**src/rtl/mux_nto1_stream.sv**
```systemverilog
// N-to-1 streaming mux with a registered output stage. Grant comes from either a
// direct select or round-robin arbitration; ready is returned only to the granted channel.

module mux_nto1_lane #(
  parameter int WIDTH = 8
) (
  input  logic             gnt,
  input  logic             en,
  input  logic [WIDTH-1:0] din,
  output logic             rdy,
  output logic [WIDTH-1:0] dmask
);
  assign rdy   = gnt & en;
  assign dmask = gnt ? din : '0;
endmodule

module mux_nto1_stream #(
  parameter int WIDTH    = 8,
  parameter int CHANNELS = 4,
  parameter int SEL_W    = 2
) (
  input  logic                      clk_in,
  input  logic                      rst_in,
  input  logic                      mode_in,
  input  logic [SEL_W-1:0]          sel_in,
  input  logic [CHANNELS*WIDTH-1:0] data_in,
  input  logic [CHANNELS-1:0]       valid_in,
  output logic [CHANNELS-1:0]       ready_out,
  output logic [WIDTH-1:0]          data_out,
  output logic                      valid_out,
  input  logic                      ready_in,
  output logic [SEL_W-1:0]          chan_out
);

  logic [WIDTH-1:0] data_q, data_d;
  logic [SEL_W-1:0] chan_q, chan_d;
  logic [SEL_W-1:0] last_q, last_d;
  logic             vld_q, vld_d;

  logic                           load_en, ld_ok, xfer;
  logic                           gnt_vld;
  logic [SEL_W-1:0]               gnt_idx;
  logic [CHANNELS-1:0]            gnt_oh;
  logic [CHANNELS-1:0][WIDTH-1:0] din_a;
  logic [CHANNELS-1:0][WIDTH-1:0] dmask;
  logic [WIDTH-1:0]               mux_data;

  assign din_a   = data_in;
  assign load_en = !vld_q || ready_in;
  // Reset must hold every ready low even though the empty output register would otherwise load.
  assign ld_ok   = load_en && !rst_in;
  assign xfer    = load_en && gnt_vld;

  // Round-robin scans offsets from largest to smallest so the nearest requester after last_q wins.
  always_comb begin
    gnt_vld = 1'b0;
    gnt_idx = '0;
    if (mode_in) begin
      for (int i = CHANNELS; i >= 1; i--) begin
        for (int k = 0; k < CHANNELS; k++) begin
          if (valid_in[k] && ((int'(last_q) + i) % CHANNELS) == k) begin
            gnt_vld = 1'b1;
            gnt_idx = SEL_W'(k);
          end
        end
      end
    end else begin
      for (int k = 0; k < CHANNELS; k++) begin
        if (sel_in == SEL_W'(k) && valid_in[k]) begin
          gnt_vld = 1'b1;
          gnt_idx = SEL_W'(k);
        end
      end
    end
  end

  always_comb begin
    gnt_oh = '0;
    for (int k = 0; k < CHANNELS; k++)
      if (gnt_vld && gnt_idx == SEL_W'(k)) gnt_oh[k] = 1'b1;
  end

  generate
    for (genvar k = 0; k < CHANNELS; k++) begin : g_lane
      mux_nto1_lane #(.WIDTH(WIDTH)) u_lane (
        .gnt   (gnt_oh[k]),
        .en    (ld_ok),
        .din   (din_a[k]),
        .rdy   (ready_out[k]),
        .dmask (dmask[k])
      );
    end
  endgenerate

  always_comb begin
    mux_data = '0;
    for (int k = 0; k < CHANNELS; k++) mux_data = mux_data | dmask[k];
  end

  always_comb begin
    data_d = xfer ? mux_data : data_q;
    chan_d = xfer ? gnt_idx  : chan_q;
    vld_d  = load_en ? gnt_vld : vld_q;
    last_d = (xfer && mode_in) ? gnt_idx : last_q;
  end

  always_ff @(posedge clk_in or posedge rst_in) begin
    if (rst_in) begin
      data_q <= '0;
      chan_q <= '0;
      vld_q  <= 1'b0;
      last_q <= SEL_W'(CHANNELS - 1);
    end else begin
      data_q <= data_d;
      chan_q <= chan_d;
      vld_q  <= vld_d;
      last_q <= last_d;
    end
  end

  assign data_out  = data_q;
  assign chan_out  = chan_q;
  assign valid_out = vld_q;

endmodule
```
**config.mk**
```make
export PLATFORM = sky130hd
export DESIGN_NAME = mux_nto1_stream
export DESIGN_NICKNAME = d
export VERILOG_FILES = /design/src/rtl/mux_nto1_stream.sv
export SDC_FILE = /design/constraint.sdc
export NUM_CORES = 1
export LEC_CHECK = 0
export ABC_AREA = 1
export CAP_MARGIN = 20
export CORE_MARGIN = 3
export CORE_UTILIZATION = 30
export CTS_CLUSTER_SIZE = 30
export DETAILED_ROUTE_END_ITERATION = 10
export SLEW_MARGIN = 20
export SYNTH_ARGS = -nofsm -noshare
export SYNTH_HDL_FRONTEND = slang
export SYNTH_SLANG_ARGS = --single-unit
```
**constraint.sdc**
```tcl
create_clock -name clk_in -period 2.4 [get_ports clk_in]
set_clock_uncertainty 0.2 [all_clocks]
set_input_delay 0.24 -clock clk_in [delete_from_list [all_inputs] [get_ports clk_in]]
set_output_delay 0.24 -clock clk_in [all_outputs]
set_load 0.02 [all_outputs]
```
==> reports/results.ini, run 1 <==
[layout]
drive_above_1_share_pct = 34.36
layout_commonest_cell = clkdlybuf4s50_1
nFillCells = 396
antennaDiodeCount = 0
final_util_pct = 58.24
multi_input_area_sq_um = 888.4
syn2layout_area_growth_pct = 84.48
finalNonFillerCells = 341
regArea_sq_um = 327.8
final_cell_mix = clkdlybuf4s50_1 (52), nand2_1 (39), buf_4 (33), nand3_1 (30), inv_1 (19)
layout.nets = 334

[clocking]
hold_buffers = 0
clk_latency_ps = 240
path_clk_slew_ps = 60
clockRootBuffer = clkbuf_8
clock-sinks = 13
clockBufferDepth = 2
cts_buffers = 3
cts_tree = yes
htreeDepth = 1

[synthesis]
yosysSeqAreaShare_pct = 25.41
ys_warn_count = 0
synth.net_count = 241
synth-seq-cells = 13
synth_cells = 199
synth_cell_types = 26
synth_area_sq_um = 1290
syn_avg_cell_area_sq_um = 6.482

[floorplanning]
io_pins = 57
initial_utilization_pct = 31.57
die_area_sq_um = 5123
fp.dieW_um = 71.58
row_count = 23
core-area_sq_um = 4086
die_h_um = 71.58

[global_route]
grt_pass1_wl_um = 7093
grt_use_total_pct = 17.38
overflow = 0
grt_pass1_vias = 1499
antenna_found_initial = 0
grt_max_degree = 18

[drt]
wl_um = 4631
drt-vias-per-instance = 4.809
ant_nets = 0
drt_iter0_markers = 71
drcViolationCount = 0
firstDrtPassIters = 5
vias = 1640
wl_per_cell_um = 13.58

[critical_path]
path_class = reg -> out
end_kind = primary output
r2r_slack_ps = -200
setup.worst_path.start_class = register
cp_max_fo = 4
required_ps = 1960
worst_ep_arrival_time_ps = 2160

[job]
max_cap_viol_count = 0

[pwr]
power_density_nw_per_um2 = 1007
vdd_drop_max_mv = 0.4621
leakagePower_uw = 0.001129

[timing]
rsz0062_at_grt = true
finalMaxSlewViolations = 0
fin_crit_ps = 2604
final-hold-violation-count = 0
hold_slack_ps = 179.4
setup_violations = 16
max_freq_mhz = 384.0
slew_headroom_pct = 64.88
max_slew.worst_pin.slew_ps = 522.3
period_share_pct = 108.5
setup_slack_ps = -204.0

[placement]
placedCellCount = 323
gp_congestion = 0.8328
io_buffers = 56
hpwl_um = 3083

[min_path]
hold_class = in -> async

[run_status]
violations = negative setup slack
status = finished with violations

## what timing repair did
| item | 4_1_cts | 5_1_grt |
|---|---|---|
| pin swaps | 11 | 12 |
| gates resized for setup | 36 | 44 |
| endpoints found under the setup margin | 16 | 16 |
| gates cloned | 1 | 0 |
| setup buffers | 9 | 4 |
| endpoints found under the hold margin | 0 | 0 |
## metal layers
layer | up-vias | wire (um) | global-route usage (%)
li1 | 837 | - | -
met1 | 740 | 2002 | 23.22
met2 | 61 | 2294 | 29.29
met3 | 2 | 304 | 3.086
met4 | 0 | 29 | 3.758
met5 | - | 0 | 0
## final cells by class
| cell class | instances | share of cell area [%] |
|---|---|---|
| Clock buffer | 4 | 1.893 |
| Inverter | 25 | 4.364 |
| Multi-Input combinational cell | 149 | 37.33 |
| Sequential cell | 13 | 13.77 |
| Tap cell | 50 | 2.629 |
| Timing Repair Buffer | 100 | 40.01 |
## worst paths after layout
check,cells past startpoint,startpoint,to
setup / recovery,11,last_q[1],ready_out[0]
hold / removal,3,rst_in,valid_out
setup reg to reg,13,last_q[1],data_out[2]
hold reg to reg,2,chan_out[0],chan_out[0]
max in group asynchronous,3,rst_in,last_q[1]
min in group clk_in,2,chan_out[0],chan_out[0]
## kinds of logic after synthesis
kind of cell	share of synthesized area, %
buffers and inverters	17.07
DFF	25.41
and+or+nand+nor	51.11
AOI/OAI and AO/OA	6.401
## report_power, final
group / switching, uW / internal [uW] / leakage [uW] / total (uW)
Clock: 80.3 / 117 / 0.0000228 / 198
Combinational: 905 / 892 / 0.000959 / 1800
Sequential: 69.3 / 334 / 0.000147 / 403
Total: 1050 / 1340 / 0.00113 / 2400
## critical path, stage by stage (launching register included)
cell and delay [ps]:
dfstp_2 410, buf_6 130, buf_4 120, buf_4 130
nor3_1 330, nor2_2 120, nand4_1 170, o31ai_4 120
nor2_4 130, nand2_2 50, nor2_2 100, buf_6 130
## cell usage after synthesis, drive strengths merged
cell type	n	area share (%)
nor2	24	7.8
clkbuf	1	0.29
nand3	33	13
nand2	54	17
dfrtp	11	21
o31ai	3	2.8
or2	8	3.9
nor3	3	1.2
inv	25	7.5
dfstp	2	4.1
nor4	1	0.49
nand3b	1	0.58
o21ai	7	3.6
nand4	14	6.8
buf	12	9.3
## through the flow
stage | cell area [sq um] | total power (uW) | setup WS, ps | setup TNS, ps
floorplan | 1290 | 1279 | 82.54 | 0
global placement | 2022 | 1753 | -437.6 | -5961
detailed placement | 2022 | 1757 | -475.8 | -6169
CTS | 2198 | 2131 | -127.2 | -1229
global route | 2380 | 2596 | -353.8 | -4773
finish | 2380 | 2397 | -204.0 | -2432
## state kept, by name, indices dropped and copies added (netlist names)
signal and flops:
last_q 2, data_out 8, chan_out 2, valid_out 1
Power figures use the tool's default switching activity.
==> run 2, diff against run 1 <==
--- a/config.mk
+++ b/config.mk
@@ -11,6 +11,7 @@
 export CORE_UTILIZATION = 30
 export CTS_CLUSTER_SIZE = 30
 export DETAILED_ROUTE_END_ITERATION = 10
+export SKIP_LAST_GASP = 1
 export SLEW_MARGIN = 20
 export SYNTH_ARGS = -nofsm -noshare
 export SYNTH_HDL_FRONTEND = slang
==> reports/results.ini, run 2 (synthesis results as in run 1) <==
[drt]
vias = 1627
wl_per_cell_um = 13.58
firstDrtPassIters = 4
drt-vias-per-instance = 4.771
drcViolationCount = 0
wl_um = 4631
drt_iter0_markers = 69
ant_nets = 0

[floorplanning]
fp.dieW_um = 71.58
core-area_sq_um = 4086
row_count = 23
initial_utilization_pct = 31.57
die_h_um = 71.58
io_pins = 57
die_area_sq_um = 5123

[pwr]
finalPower_uw = 2388
leakagePower_uw = 0.001127
vdd_drop_max_mv = 0.4566
power_density_nw_per_um2 = 1007

[layout]
drive_above_1_share_pct = 34.02
nFillCells = 396
layout.nets = 334
layout_commonest_cell = clkdlybuf4s50_1
syn2layout_area_growth_pct = 83.90
regArea_sq_um = 327.8
largest_reg_flops = 8
final_util_pct = 58.05
final_cell_mix = clkdlybuf4s50_1 (52), nand2_1 (39), buf_4 (33), nand3_1 (31), inv_1 (19)
multi_input_area_sq_um = 880.8
antennaDiodeCount = 0

[critical_path]
path_class = reg -> out
r2r_slack_ps = -200
worst_ep_arrival_time_ps = 2170
required_ps = 1960
worst-path-buf-inv = 4
path_depth = 11
worst_path_largest_cell_delay_ps = 410
end_kind = primary output
slowest_stage = dfstp_2
path_cells = buf_6 > buf_4 > buf_4 > nor3_1 > nor2_2 > nand4_1 > o31ai_4 > nor2_4 > nand2_2 > nor2_2 > buf_6
rr_startpoint = last_q[1]
cp_top_family = simple AND/OR/NAND/NOR gates
cp_max_fo = 4
setup.worst_path.end = ready_out[0]
worstReg2RegEnd = data_out[2]
setup.worst_path.start_class = register
r2r.worst_path.cells = 13
startpoint = last_q[1]

[run_status]
violations = negative setup slack
status = finished with violations

[timing]
slew_headroom_pct = 63.61
max_freq_mhz = 383.6
final.setup.tns_ps = -2377
finalMaxSlewViolations = 0
setup_violations = 16
rsz0062_at_grt = true
period_share_pct = 108.6
final-hold-violation-count = 0
hold_slack_ps = 183.3
setup_slack_ps = -207.0
fin_crit_ps = 2607
max_slew.worst_pin.slew_ps = 541.3

[clocking]
clk_latency_ps = 240
cts_buffers = 3
cts_tree = yes
htreeDepth = 1
path_clk_slew_ps = 60
clock-sinks = 13
clockBufferDepth = 2
clockRootBuffer = clkbuf_8

[global_route]
grt_pass1_wl_um = 7093
grt_pass1_vias = 1499
grt_use_total_pct = 17.38
grt_max_degree = 18
overflow = 0
antenna_found_initial = 0

[job]
max_cap_viol_count = 0

[placement]
hpwl_um = 3083
gp_congestion = 0.8328
io_buffers = 56

[min_path]
hold_class = in -> async

[run 2: cell type report]
type / count / share of cell area, %
clock buffers: 4 / 1.899
well taps: 50 / 2.637
flip-flops and latches: 13 / 13.82
inverters: 25 / 4.378
multi-input cells: 149 / 37.13
repair buffers: 100 / 40.14
[run 2: power by group]
part           switching, uW  total [uW]  internal, uW
registers               68.8         402           334
clock network           81.7         199           117
logic                    899        1790           887
[run 2: worst min-delay path by stage]
stage | from | cells after the start | to
2_1_floorplan | rst_in | 1 | chan_out[0]
6_report | rst_in | 3 | valid_out
4_1_cts | rst_in | 3 | valid_out
3_3_place_gp | chan_out[0] | 2 | chan_out[0]
5_1_grt | rst_in | 3 | data_out[7]
3_5_place_dp | chan_out[0] | 2 | chan_out[0]
[run 2: metrics by stage]
step,instances,worst slack (ps),cell area [sq um]
CTS,337,-127.2,2198
floorplan,199,82.54,1290
finish,341,-207.0,2372
global route,341,-349.6,2372
global placement,323,-437.6,2022
detailed placement,323,-475.8,2022
[run 2: routing by layer]
layer,part of all wire [%],global-route usage (%),up-vias
met2,50,29.29,56
met1,43,23.22,734
met4,0.63,3.758,0
met5,0,0,-
met3,6.7,3.086,2
li1,-,-,835
[run 2: repair_timing]
item | in CTS | in global routing
pin swaps | 11 | 12
resized for setup | 36 | 42
hold buffers | 0 | 0
cloned | 1 | 0
endpoints found under the setup margin | 16 | 16
setup buffers | 9 | 4
[run 2: tightest hold or removal path: stages]
cell and delay, ps:
clkdlybuf4s50_1 420, inv_1 100, buf_4 240
==> run 3, diff against run 2 <==
--- a/config.mk
+++ b/config.mk
@@ -11,6 +11,7 @@
 export CORE_UTILIZATION = 30
 export CTS_CLUSTER_SIZE = 30
 export DETAILED_ROUTE_END_ITERATION = 10
+export MAX_ROUTING_LAYER = met4
 export SKIP_LAST_GASP = 1
 export SLEW_MARGIN = 20
 export SYNTH_ARGS = -nofsm -noshare
==> results of run 3 <==
Same layout as run 2: the final DEF is identical, and so are final timing and power.
Among the figures that moved: final weighted congestion in routability-driven placement 0.8328 -> 0.8456; overall routing resource usage 17.38% -> 17.90%
